### config.mk
export PLATFORM = sky130hd
export DESIGN_NAME = spi_slave_rx
export DESIGN_NICKNAME = d
export VERILOG_FILES = /design/src/rtl/spi_slave_rx.sv
export SDC_FILE = /design/constraint.sdc
export NUM_CORES = 1
export LEC_CHECK = 0
export BUFFER_PORTS_ARGS = -buffer_cell sky130_fd_sc_hd__buf_2
export CORE_ASPECT_RATIO = 0.8
export CORE_MARGIN = 2
export CORE_UTILIZATION = 40
export DETAILED_ROUTE_END_ITERATION = 16
export HOLD_SLACK_MARGIN = 0.03
export PLACE_DENSITY_LB_ADDON = 0.08
export RECOVER_POWER = 50
export SETUP_SLACK_MARGIN = 0.2
export SLEW_MARGIN = 25
export SYNTH_ARGS = -nofsm -noshare
export SYNTH_HDL_FRONTEND = slang
export SYNTH_SLANG_ARGS = --single-unit
### constraint.sdc
create_clock -name clk -period 5.3 [get_ports clk]
set_clock_uncertainty 0.2 [all_clocks]
set_input_delay 0.265 -clock clk [delete_from_list [all_inputs] [get_ports clk]]
set_output_delay 0.265 -clock clk [all_outputs]
set_load 0.01 [all_outputs]
### src/rtl/spi_slave_rx.sv
// SPI mode-0 slave receiver: synchronises sck/ss/mosi, deserialises DATA_W-bit words onto a valid/ready port.
// Define SPI_SLAVE_RX_MSB_FIRST_EN for MSB-first words; the default is LSB first.
module spi_slave_rx #(
  parameter int DATA_W      = 8,
  parameter int SYNC_STAGES = 2
) (
  input  logic              clk,
  input  logic              rst_n,
  input  logic              sck,
  input  logic              ss,
  input  logic              mosi,
  output logic [DATA_W-1:0] data,
  output logic              valid,
  input  logic              ready,
  output logic              busy,
  output logic              overrun,
  output logic              frame_err
);

  localparam int CNT_W = (DATA_W > 1) ? $clog2(DATA_W) : 1;
  localparam logic [CNT_W-1:0] LAST_CNT = CNT_W'(DATA_W - 1);

  typedef enum logic {
    IDLE  = 1'b0,
    SHIFT = 1'b1
  } state_e;

  logic [SYNC_STAGES-1:0] sck_sync_q;
  logic [SYNC_STAGES-1:0] ss_sync_q;
  logic [SYNC_STAGES-1:0] mosi_sync_q;
  logic                   sck_prev_q;

  state_e                 state_q;
  logic [CNT_W-1:0]       cnt_q;
  logic [DATA_W-1:0]      shift_q;
  logic                   done_q;
  logic [DATA_W-1:0]      data_q;
  logic                   valid_q;
  logic                   busy_q;
  logic                   overrun_q;
  logic                   frame_err_q;

  logic                   sck_s;
  logic                   ss_s;
  logic                   mosi_s;
  logic                   sck_rise;
  logic                   last_bit;
  logic [CNT_W-1:0]       cnt_d;
  logic [DATA_W-1:0]      shift_d;

  // Equal-length synchronisers keep sck, ss and mosi aligned with one another.
  always_ff @(posedge clk or negedge rst_n) begin
    if (!rst_n) begin
      sck_sync_q  <= '0;
      ss_sync_q   <= '1;
      mosi_sync_q <= '0;
      sck_prev_q  <= 1'b0;
    end else begin
      sck_sync_q  <= {sck_sync_q[SYNC_STAGES-2:0], sck};
      ss_sync_q   <= {ss_sync_q[SYNC_STAGES-2:0], ss};
      mosi_sync_q <= {mosi_sync_q[SYNC_STAGES-2:0], mosi};
      sck_prev_q  <= sck_s;
    end
  end

  assign sck_s    = sck_sync_q[SYNC_STAGES-1];
  assign ss_s     = ss_sync_q[SYNC_STAGES-1];
  assign mosi_s   = mosi_sync_q[SYNC_STAGES-1];
  assign sck_rise = sck_s & ~sck_prev_q;
  assign last_bit = sck_rise && (cnt_q == LAST_CNT);

  always_comb begin
    cnt_d   = cnt_q;
    shift_d = shift_q;
    if (sck_rise) begin
      cnt_d = last_bit ? '0 : cnt_q + 1'b1;
`ifdef SPI_SLAVE_RX_MSB_FIRST_EN
      shift_d = {shift_q[DATA_W-2:0], mosi_s};
`else
      shift_d = {mosi_s, shift_q[DATA_W-1:1]};
`endif
    end
  end

  always_ff @(posedge clk or negedge rst_n) begin
    if (!rst_n) begin
      state_q     <= IDLE;
      cnt_q       <= '0;
      shift_q     <= '0;
      done_q      <= 1'b0;
      data_q      <= '0;
      valid_q     <= 1'b0;
      busy_q      <= 1'b0;
      overrun_q   <= 1'b0;
      frame_err_q <= 1'b0;
    end else begin
      frame_err_q <= 1'b0;
      done_q      <= 1'b0;

      // shift_q still holds the finished word here: the next sck rise is several clks away.
      if (done_q) begin
        if (!valid_q || ready) begin
          data_q    <= shift_q;
          valid_q   <= 1'b1;
          if (valid_q) overrun_q <= 1'b0;
        end else begin
          overrun_q <= 1'b1;
        end
      end else if (valid_q && ready) begin
        valid_q   <= 1'b0;
        overrun_q <= 1'b0;
      end

      case (state_q)
        IDLE: begin
          cnt_q <= '0;
          if (!ss_s) begin
            state_q <= SHIFT;
            busy_q  <= 1'b1;
          end
        end
        SHIFT: begin
          shift_q <= shift_d;
          done_q  <= last_bit;
          if (ss_s) begin
            // A bit arriving with the ss rise is counted first, so a completing bit is not an error.
            state_q <= IDLE;
            busy_q  <= 1'b0;
            cnt_q   <= '0;
            if (cnt_d != '0) begin
              frame_err_q <= 1'b1;
              shift_q     <= '0;
            end
          end else begin
            cnt_q <= cnt_d;
          end
        end
        default: begin
          state_q <= IDLE;
          busy_q  <= 1'b0;
        end
      endcase
    end
  end

  assign data      = data_q;
  assign valid     = valid_q;
  assign busy      = busy_q;
  assign overrun   = overrun_q;
  assign frame_err = frame_err_q;

endmodule

* Word-level counts from Yosys, hierarchy flattened *
Cells that the tools add are included.

word-level totals
  flip-flop bits (word level) = 32
  latch bits = 0
  bits in writable memories = 0
  memory bits (read-only) = 0
  input bits = 6
  word-level logic and storage cells = 53
  memories = 0

cells by class
  $add $sub $neg = 1
  multiply operators = 0
  divide/modulo/power cells = 0
  magnitude comparators = 0
  eq/ne operators = 5
  shift operators = 0
  multiplexer cells = 21
  bitwise gates (word level) = 3
  reductions and logical operators = 10

operators with widths
  cell                                                                     number
  8-bit two-way mux                                                        3
  1-bit two-way mux                                                        13
  3-bit two-way mux                                                        3
  2-bit AND reduction                                                      4
  3-bit one-hot mux with 2 select lines                                    1
  2-bit inequality test, second input constant                             2
  3-bit by 1-bit adder with 3-bit output, second input constant            1
  3-bit == test, second input constant                                     1
  3-bit inequality test, second input constant                             1
  3-bit nonzero test                                                       1
  1-bit logical AND                                                        2
  2-bit by 1-bit inequality test with 1-bit output, second input constant  1
  1-bit inverter                                                           2
  1-bit one-hot mux with 2 select lines                                    1
  2-bit nonzero test                                                       1
  1-bit AND                                                                1
  1-bit zero test                                                          1
  1-bit logical OR                                                         1

* Logic depth before layout (Yosys ltp) *
Gate-level depths: netlist of the first run.

  word-level depth = 9
  gate-level depth with buffers = 6
  depth with buffers taken out = 6

* Worst setup path after synthesis of the first run *
OpenSTA, ideal clock, no wires.

  path type = reg2reg
  from = reg cnt_q[0]
  to = reg shift_q[0]
  setup time = 0.140 ns
  arrival = 1.579 ns
  setup slack = 3.381 ns
  cell stages (with the launch flop) = 7
  buffers on the path = 0
  clock period less this slack = 1.919 ns
  cells stage by stage = dfrtp_1 -> ha_1 -> ha_1 -> nor2b_1 -> mux2i_1 -> a311oi_4 -> nor3_1

between the ends
  longest elaborated chain between the ends = 7
  elaborated cells on any way between the ends = 8
  those cells by class = add/sub: 1; eq/ne: 1; mux: 4; reduce/logical: 2

ends and longest elaborated chain
  what                                                                            line  source
  from (decl)                                                                     34    logic [CNT_W-1:0] cnt_q;
  from (signal assigned)                                                          135   cnt_q <= cnt_d;
  branches (longest 3 deep; another with 3-bit by 1-bit adder with 3-bit output)  --
  3-bit two-way mux (*)                                                           75    if (sck_rise) begin
  3-bit nonzero test (*)                                                          130   if (cnt_d != '0) begin
  8-bit two-way mux (*)                                                           130
  8-bit two-way mux (*)                                                           125   if (ss_s) begin
  to (signal assigned)                                                            123   shift_q <= shift_d;
  to (decl)                                                                       35    logic [DATA_W-1:0] shift_q;

Mark *: on every way between the ends.
A chain may end at the register's enable or synchronous reset.

* Worst setup path in the final report of the first run *
  from = reg sck_prev_q
  to = reg shift_q[1]

between the ends
  longest elaborated chain between the ends = 8
  elaborated cells on any way between the ends = 9
  those cells by class = mux: 5; bitwise: 2; reduce/logical: 2

ends and longest elaborated chain
  what                    line  source
  from (decl)             31    logic sck_prev_q;
  from (signal assigned)  62    sck_prev_q <= sck_s;
  1-bit inverter (*)      69    assign sck_rise = sck_s & ~sck_prev_q;
  1-bit AND (*)           69
  1-bit logical AND       70    assign last_bit = sck_rise && (cnt_q == LAST_CNT);
  3-bit two-way mux       76    cnt_d = last_bit ? '0 : cnt_q + 1'b1;
  3-bit two-way mux       75
  3-bit nonzero test      130
  8-bit two-way mux       130
  8-bit two-way mux (*)   125

Every way passes the cells marked *; elsewhere a longest branch is shown, timed or not.

==> run_results.csv, run 1 <==
group,metric,value,unit
yosys,seq_area_frac_synth,0.679,
timing,clock.fmax,421,MHz
worst_setup_path,reg2reg_depth,4,
detailed_routing,dr_total_vias,741,
worst_setup_path,r2r_end,"shift_q[1]$_DFFE_PN0P_",
clock_tree,cts_buffer_depth,2,
final_layout,drive_gt1_frac,0.197,
placed_design,dp.cells,142,
min_path,holdCritStartpoint,"mosi_sync_q[0]$_DFF_PN0_",
clock_tree,cts_max_level,2,
min_path,hold_class,"flop to flop",
clock_tree,cts_resized,0,
grt,grt_pass1_wl,3450,µm
final_layout,final_cell_mix,"30 x dfrtp_1, 13 x clkbuf_1, 12 x nor2_1",
timing,relSlewSlack,-0.102,
final_layout,fin_cells,155,
clock_tree,cts_tree,"done",
timing,finalMaxSlewViolations,33,
worst_setup_path,arrival,2.32,ns
power,leakage,0.675,nW
worst_setup_path,cp_max_fo,13,
detailed_routing,wl_per_cell,12.5,µm
placed_design,place_congestion,0.677,
yosys,syn_nets,98,
final_layout,final_common_cell,"dfrtp_1",
placed_design,dpl_cell_area,1300,µm²
yosys,synthAdderAreaFrac,0.0296,
die,die-width,64.8,µm
power,ir_drop,137,µV
timing,finalCritPeriodShare,0.449,
run_status,status,"finished with violations",
clock_tree,numClockSinks,32,
placed_design,hpwl,1280,µm
die,die_height,52.6,µm
die,dieArea,3410,µm²
die,io_pins,18,
die,rows,17,
detailed_routing,routed.top_layer,"met4",
final_layout,area_growth,20.8,%
yosys,synthMuxAreaShare,0.102,
yosys,ys_seq_elements,32,
grt,grt_pass1_vias,771,
placed_design,place_ws,2.92,ns
final_layout,antennaDiodeCount,0,
timing,finalHoldViolCount,0,
worst_setup_path,critPathKind,"flop to flop",
worst_setup_path,r2r_slack,2.92,ns
final_layout,fin_nets,124,
grt,grt_usage,0.147,
clock_tree,postCtsHoldBufs,5,
flow_run,max_cap_violations,1,
clock_tree,clk_pin_slew_worst_paths,0.06,ns
min_path,hold_depth,0,
min_path,hold_end,"mosi_sync_q[1]$_DFF_PN0_",
grt,grt_start_max_net_pins,33,
final_layout,regArea,803,µm²
grt,antenna_found_initial,0,
final_layout,post-route-cell-area,1430,µm²
yosys,synth_top_family_by_area,"simple AND/OR/NAND/NOR gates",
yosys,avgSynthCellArea,13.1,µm²
timing,finalSetupViolations,0,
power,power_density,351,nW/µm²
worst_setup_path,regToRegStartpoint,"sck_prev_q$_DFF_PN0_",
final_layout,fillers,251,
worst_setup_path,start_kind,"flop",
detailed_routing,drtPass1Iterations,4,
timing,period_needed,2.38,ns
yosys,synth-simple-area-share,0.108,
die,design.core.area,2790,µm²
grt,overflow,0,
detailed_routing,via_per_inst,4.78,
timing,grt_setup_unrepaired,"no",
yosys,syn_area,1180,µm²
yosys,synth_xor_area_frac,0,
detailed_routing,dr_wl_met3,143,µm
timing,setup_ws,2.92,ns
run_status,violations,"max-capacitance violations, max-slew violations",
power,p_total,0.501,mW
detailed_routing,ant_nets,0,
detailed_routing,dr_wl_met2,885,µm
clock_tree,cts_made_buffers,5,
yosys,yosys_warnings,0,
clock_tree,clkLatencyLatePin,0.28,ns
detailed_routing,drt_iter0_drc,19,
final_layout,multiInputGateArea,359,µm²
yosys,ys_types,17,
timing,tightest_slew,1.65,ns
worst_setup_path,required,5.24,ns
clock_tree,post_cts_buffers,0,
detailed_routing,drcViolationCount,0,
yosys,syn-instance-count,90,
detailed_routing,postRouteWirelength,1940,µm
worst_setup_path,cp-end-kind,"flop",
clock_tree,root_buffer,"clkbuf_8",
placed_design,port-buffer-count,17,
yosys,synth_compound_area_frac,0.0646,
detailed_routing,wl_met1,882,µm
die,initial_core_util,0.424,
timing,tns,0,ns
## logic make-up (layout without fill, tap and decap cells)
family / count (synthesis) / count (layout)
buffers and inverters: 5 / 32
DFF: 32 / 32
adders and majority gates: 3 / 3
and+or+nand+nor: 28 / 28
muxes: 11 / 11
AOI/OAI and AO/OA: 11 / 11
## critical path, stage by stage (launching register included)
cell and delay [ns]:
dfrtp_1 0.36, nor2b_1 0.72, mux2i_1 0.28, a311oi_4 0.54, nor3_1 0.14
## worst max path at each step
stage | from | endpoint | slack (ns) | cells after the start
after floorplan | cnt_q[0]$_DFF_PN0_ | shift_q[0]$_DFFE_PN0P_ | 3.38 | 6
after global placement | sck_prev_q$_DFF_PN0_ | shift_q[5]$_DFFE_PN0P_ | 2.98 | 4
after detailed placement | sck_prev_q$_DFF_PN0_ | shift_q[5]$_DFFE_PN0P_ | 2.92 | 4
after CTS | sck_prev_q$_DFF_PN0_ | shift_q[5]$_DFFE_PN0P_ | 2.91 | 4
after global routing | sck_sync_q[1]$_DFF_PN0_ | shift_q[1]$_DFFE_PN0P_ | 2.69 | 4
final | sck_prev_q$_DFF_PN0_ | shift_q[1]$_DFFE_PN0P_ | 2.92 | 4
## area by class of cell
type / count / area share
clock inverter: 2 / 0.00701
timing repair buffer: 22 / 0.0832
inverter: 2 / 0.00525
clock buffer: 6 / 0.0578
sequential: 32 / 0.562
multi-input combinational: 53 / 0.251
tap: 38 / 0.0333
## cell usage after synthesis, drive strengths merged
cell type	instances	area (µm²)
nor3	8	40.0
mux2i	3	30.0
buf	1	5.00
nor2b	2	12.5
nor2	12	45.0
dfstp	2	52.6
ha	2	25.0
clkbuf	2	7.51
nand2b	2	12.5
inv	2	7.51
a311oi	1	26.3
a21oi	10	50.1
mux2	8	90.1
dfrtp	30	751
nand2	3	11.3
maj3	1	10.0
and3	1	6.26
## metal layers
metal  track usage  vias up
met3        0.0624        4
met1         0.168      358
met4         0.128        0
met5             0        -
met2         0.211       21
li1              -      358
## through the flow
step	hold WS, ns	util
after floorplan	-0.231	-
after global placement	0.133	0.467
after detailed placement	0.136	0.467
after CTS	0.151	0.519
after global routing	0.157	0.513
final	0.149	0.513
## power by group
group	switching, mW	internal [mW]
Combinational	0.0193	0.0150
Clock	0.0869	0.103
Sequential	0.0135	0.263
## state kept, by name (all words and copies together), names as in the netlist
| register | flops |
|---|---|
| busy | 1 |
| cnt_q | 3 |
| data | 8 |
| done_q | 1 |
| frame_err | 1 |
| mosi_sync_q | 2 |
| overrun | 1 |
| sck_prev_q | 1 |
| sck_sync_q | 2 |
| shift_q | 8 |
| ss_sync_q | 2 |
| state_q | 1 |
| valid | 1 |
Power figures use the tool's default switching activity.
==> run 2: changes to the inputs <==
ABC_AREA = 1   (was unset)
clock period = 1.9 ns   (was 5.3 ns; I/O delays follow)
==> run_results.csv, run 2 <==
group,metric,value,unit
timing,clock.fmax,608,MHz
clock_tree,root_buffer,"clkbuf_8",
final_layout,area_growth,22.1,%
flow_run,max_cap_violations,0,
yosys,async_reset_ff_frac,1.00,
detailed_routing,postRouteWirelength,2210,µm
detailed_routing,wl_per_cell,10.9,µm
run_status,status,"completed",
yosys,synthMostInstantiatedCell,"dfrtp_1",
yosys,syn-instance-count,131,
worst_setup_path,critPathSlowestCell,"dfrtp_1",
die,die-width,68.7,µm
yosys,ys_seq_elements,32,
final_layout,final_cell_mix,"30 x dfrtp_1, 25 x nand2_1, 20 x inv_1",
worst_setup_path,startpoint,"cnt_q[1]$_DFF_PN0_",
power,p_total,1.36,mW
timing,tns,0,ns
die,rows,18,
timing,setup_ws,0.255,ns
final_layout,drive_gt1_frac,0.282,
worst_setup_path,critPathKind,"flop to flop",
worst_setup_path,reg2reg_depth,8,
worst_setup_path,arrival,1.65,ns
yosys,ys_types,22,
worst_setup_path,required,1.90,ns
yosys,avgSynthCellArea,10.2,µm²
power,leakage,0.743,nW
worst_setup_path,cp-end-kind,"flop",
timing,grt_setup_unrepaired,"no",
yosys,synth_ff_type,"dfrtp_1",
yosys,yosys_warnings,0,
placed_design,place_ws,0.205,ns
final_layout,post-route-cell-area,1640,µm²
placed_design,port-buffer-count,17,
grt,grt_pass1_wl,3750,µm
worst_setup_path,r2r_end,"frame_err$_DFF_PN0_",
worst_setup_path,regToRegStartpoint,"cnt_q[1]$_DFF_PN0_",
yosys,synth_edf_count,0,
grt,overflow,0,
placed_design,hpwl,1430,µm
yosys,yosys.area.top_type,"dfrtp_1",
timing,finalCritPeriodShare,0.866,
yosys,synth_area_leaders,"dfrtp_1 56%, nand2_1 7.3%, inv_1 5.6%",
detailed_routing,drt_iter0_drc,25,
yosys,synth_common_cells,"30 x dfrtp_1, 26 x nand2_1, 20 x inv_1",
detailed_routing,via_per_inst,4.43,
timing,finalHoldViolCount,0,
placed_design,dpl_cell_area,1470,µm²
timing,tightest_slew,0.781,ns
clock_tree,cts_max_level,2,
yosys,synth_top_cell_area_share,0.560,
min_path,hold_class,"flop to flop",
timing,whs,0.148,ns
worst_setup_path,max_stage_delay,0.38,ns
timing,relSlewSlack,0.479,
clock_tree,cts_buffer_depth,2,
die,io_pins,18,
final_layout,fin_nets,170,
worst_setup_path,crit_end,"frame_err$_DFF_PN0_",
worst_setup_path,r2r_slack,0.26,ns
yosys,syn_area,1340,µm²
timing,finalMaxSlewViolations,0,
worst_setup_path,cp_top_family,"flip-flops",
final_layout,final_common_cell,"dfrtp_1",
grt,antenna_found_initial,0,
die,design.core.area,3150,µm²
timing,period_needed,1.64,ns
die,initial_core_util,0.425,
worst_setup_path,path_buf_inv,2,
clock_tree,clk_pin_slew_worst_paths,0.06,ns
worst_setup_path,cp_cell_sequence,"ha_2, ha_4, inv_1, nand2_2, nand2_1, nand2_2, buf_4, a31oi_2",
clock_tree,cts_made_buffers,5,
detailed_routing,drcViolationCount,0,
die,dieArea,3840,µm²
power,power_density,828,nW/µm²
grt,grt_usage,0.140,
placed_design,place_congestion,0.712,
worst_setup_path,cp_max_fo,2,
grt,grt_pass1_vias,851,
clock_tree,cts_tree,"done",
clock_tree,numClockSinks,32,
clock_tree,clkLatencyLatePin,0.28,ns
worst_setup_path,cp_common_cell,"nand2_2",
worst_setup_path,critical_path_depth,8,
detailed_routing,ant_nets,0,
timing,finalSetupViolations,0,
detailed_routing,dr_total_vias,899,
power,ir_drop,501,µV
yosys,seq_area_frac_synth,0.599,
final_layout,antennaDiodeCount,0,
die,die_height,55.8,µm
worst_setup_path,start_kind,"flop",
yosys,syn_nets,139,
grt,grt_start_max_net_pins,33,
detailed_routing,drtPass1Iterations,4,
[run 2: cell types whose count changed after synthesis, sizes merged, moves of 2 or more]
cell    previous run  this run
nor3               8         0
inv                2        25
mux2               8         1
mux2i              3         0
nor2              12         9
clkbuf             2         0
nand2              3        30
nor2b              2         0
o21ai              0        17
nand3              0         2
nand2b             2         0
[run 2: layout make-up]
cell class	count	area (µm²)
well taps	40	50.0
fillers	311	1520
inverters	26	97.6
repair buffers	26	149
flip-flops and latches	32	803
multi-input cells	71	448
clock buffers	8	90.1
[run 2: logic make-up after synthesis]
| kind of cell | Yosys count | share of synthesized area |
|---|---|---|
| AO/OA/AOI/OAI | 27 | 0.146 |
| multiplexers | 1 | 0.00839 |
| buffers and inverters | 28 | 0.0849 |
| adder cells (fa/ha/maj) | 2 | 0.0187 |
| AND/OR/NAND/NOR | 41 | 0.143 |
| flip-flops | 32 | 0.599 |
[run 2: worst min path at each step]
stage / from / to / slack (ns) / cells past startpoint
2_1_floorplan: rst_n / busy$_DFFE_PN0P_ / -0.40 / 0
3_3_place_gp: rst_n / overrun$_DFFE_PN0P_ / -0.01 / 1
3_5_place_dp: rst_n / overrun$_DFFE_PN0P_ / -0.006 / 1
4_1_cts: sck_sync_q[0]$_DFF_PN0_ / sck_sync_q[1]$_DFF_PN0_ / 0.15 / 0
5_1_grt: mosi_sync_q[0]$_DFF_PN0_ / mosi_sync_q[1]$_DFF_PN0_ / 0.16 / 0
6_report: sck_sync_q[0]$_DFF_PN0_ / sck_sync_q[1]$_DFF_PN0_ / 0.15 / 0
[run 2: report_power, final]
part	leakage, nW	internal (mW)	switching [mW]
clock	0.0455	0.295	0.233
combinational	0.277	0.0391	0.0729
sequential	0.421	0.704	0.0123
total	0.743	1.04	0.318
[run 2: metal layers]
metal / GRT usage / part of all wire / wire [µm] / up-vias
met3: 0.0911 / 0.057 / 126 / 3
met2: 0.199 / 0.45 / 1000 / 19
met1: 0.172 / 0.48 / 1050 / 405
met4: 0.0420 / 0.010 / 23 / 0
li1: - / - / - / 472
met5: 0 / 0 / 0 / -
[run 2: repair_timing]
item                       in CTS  in global routing
setup endpoints to repair       7                  9
hold endpoints to repair       35                  0
setup buffers                   2                  1
hold buffers                    5                  0
pin swaps                       3                  5
resized for setup               1                  3
[run 2: stage by stage]
stage	std cells	util
CTS	202	0.515
finish	203	0.519
floorplan	131	-
detailed placement	187	0.465
global route	203	0.519
global placement	187	0.465
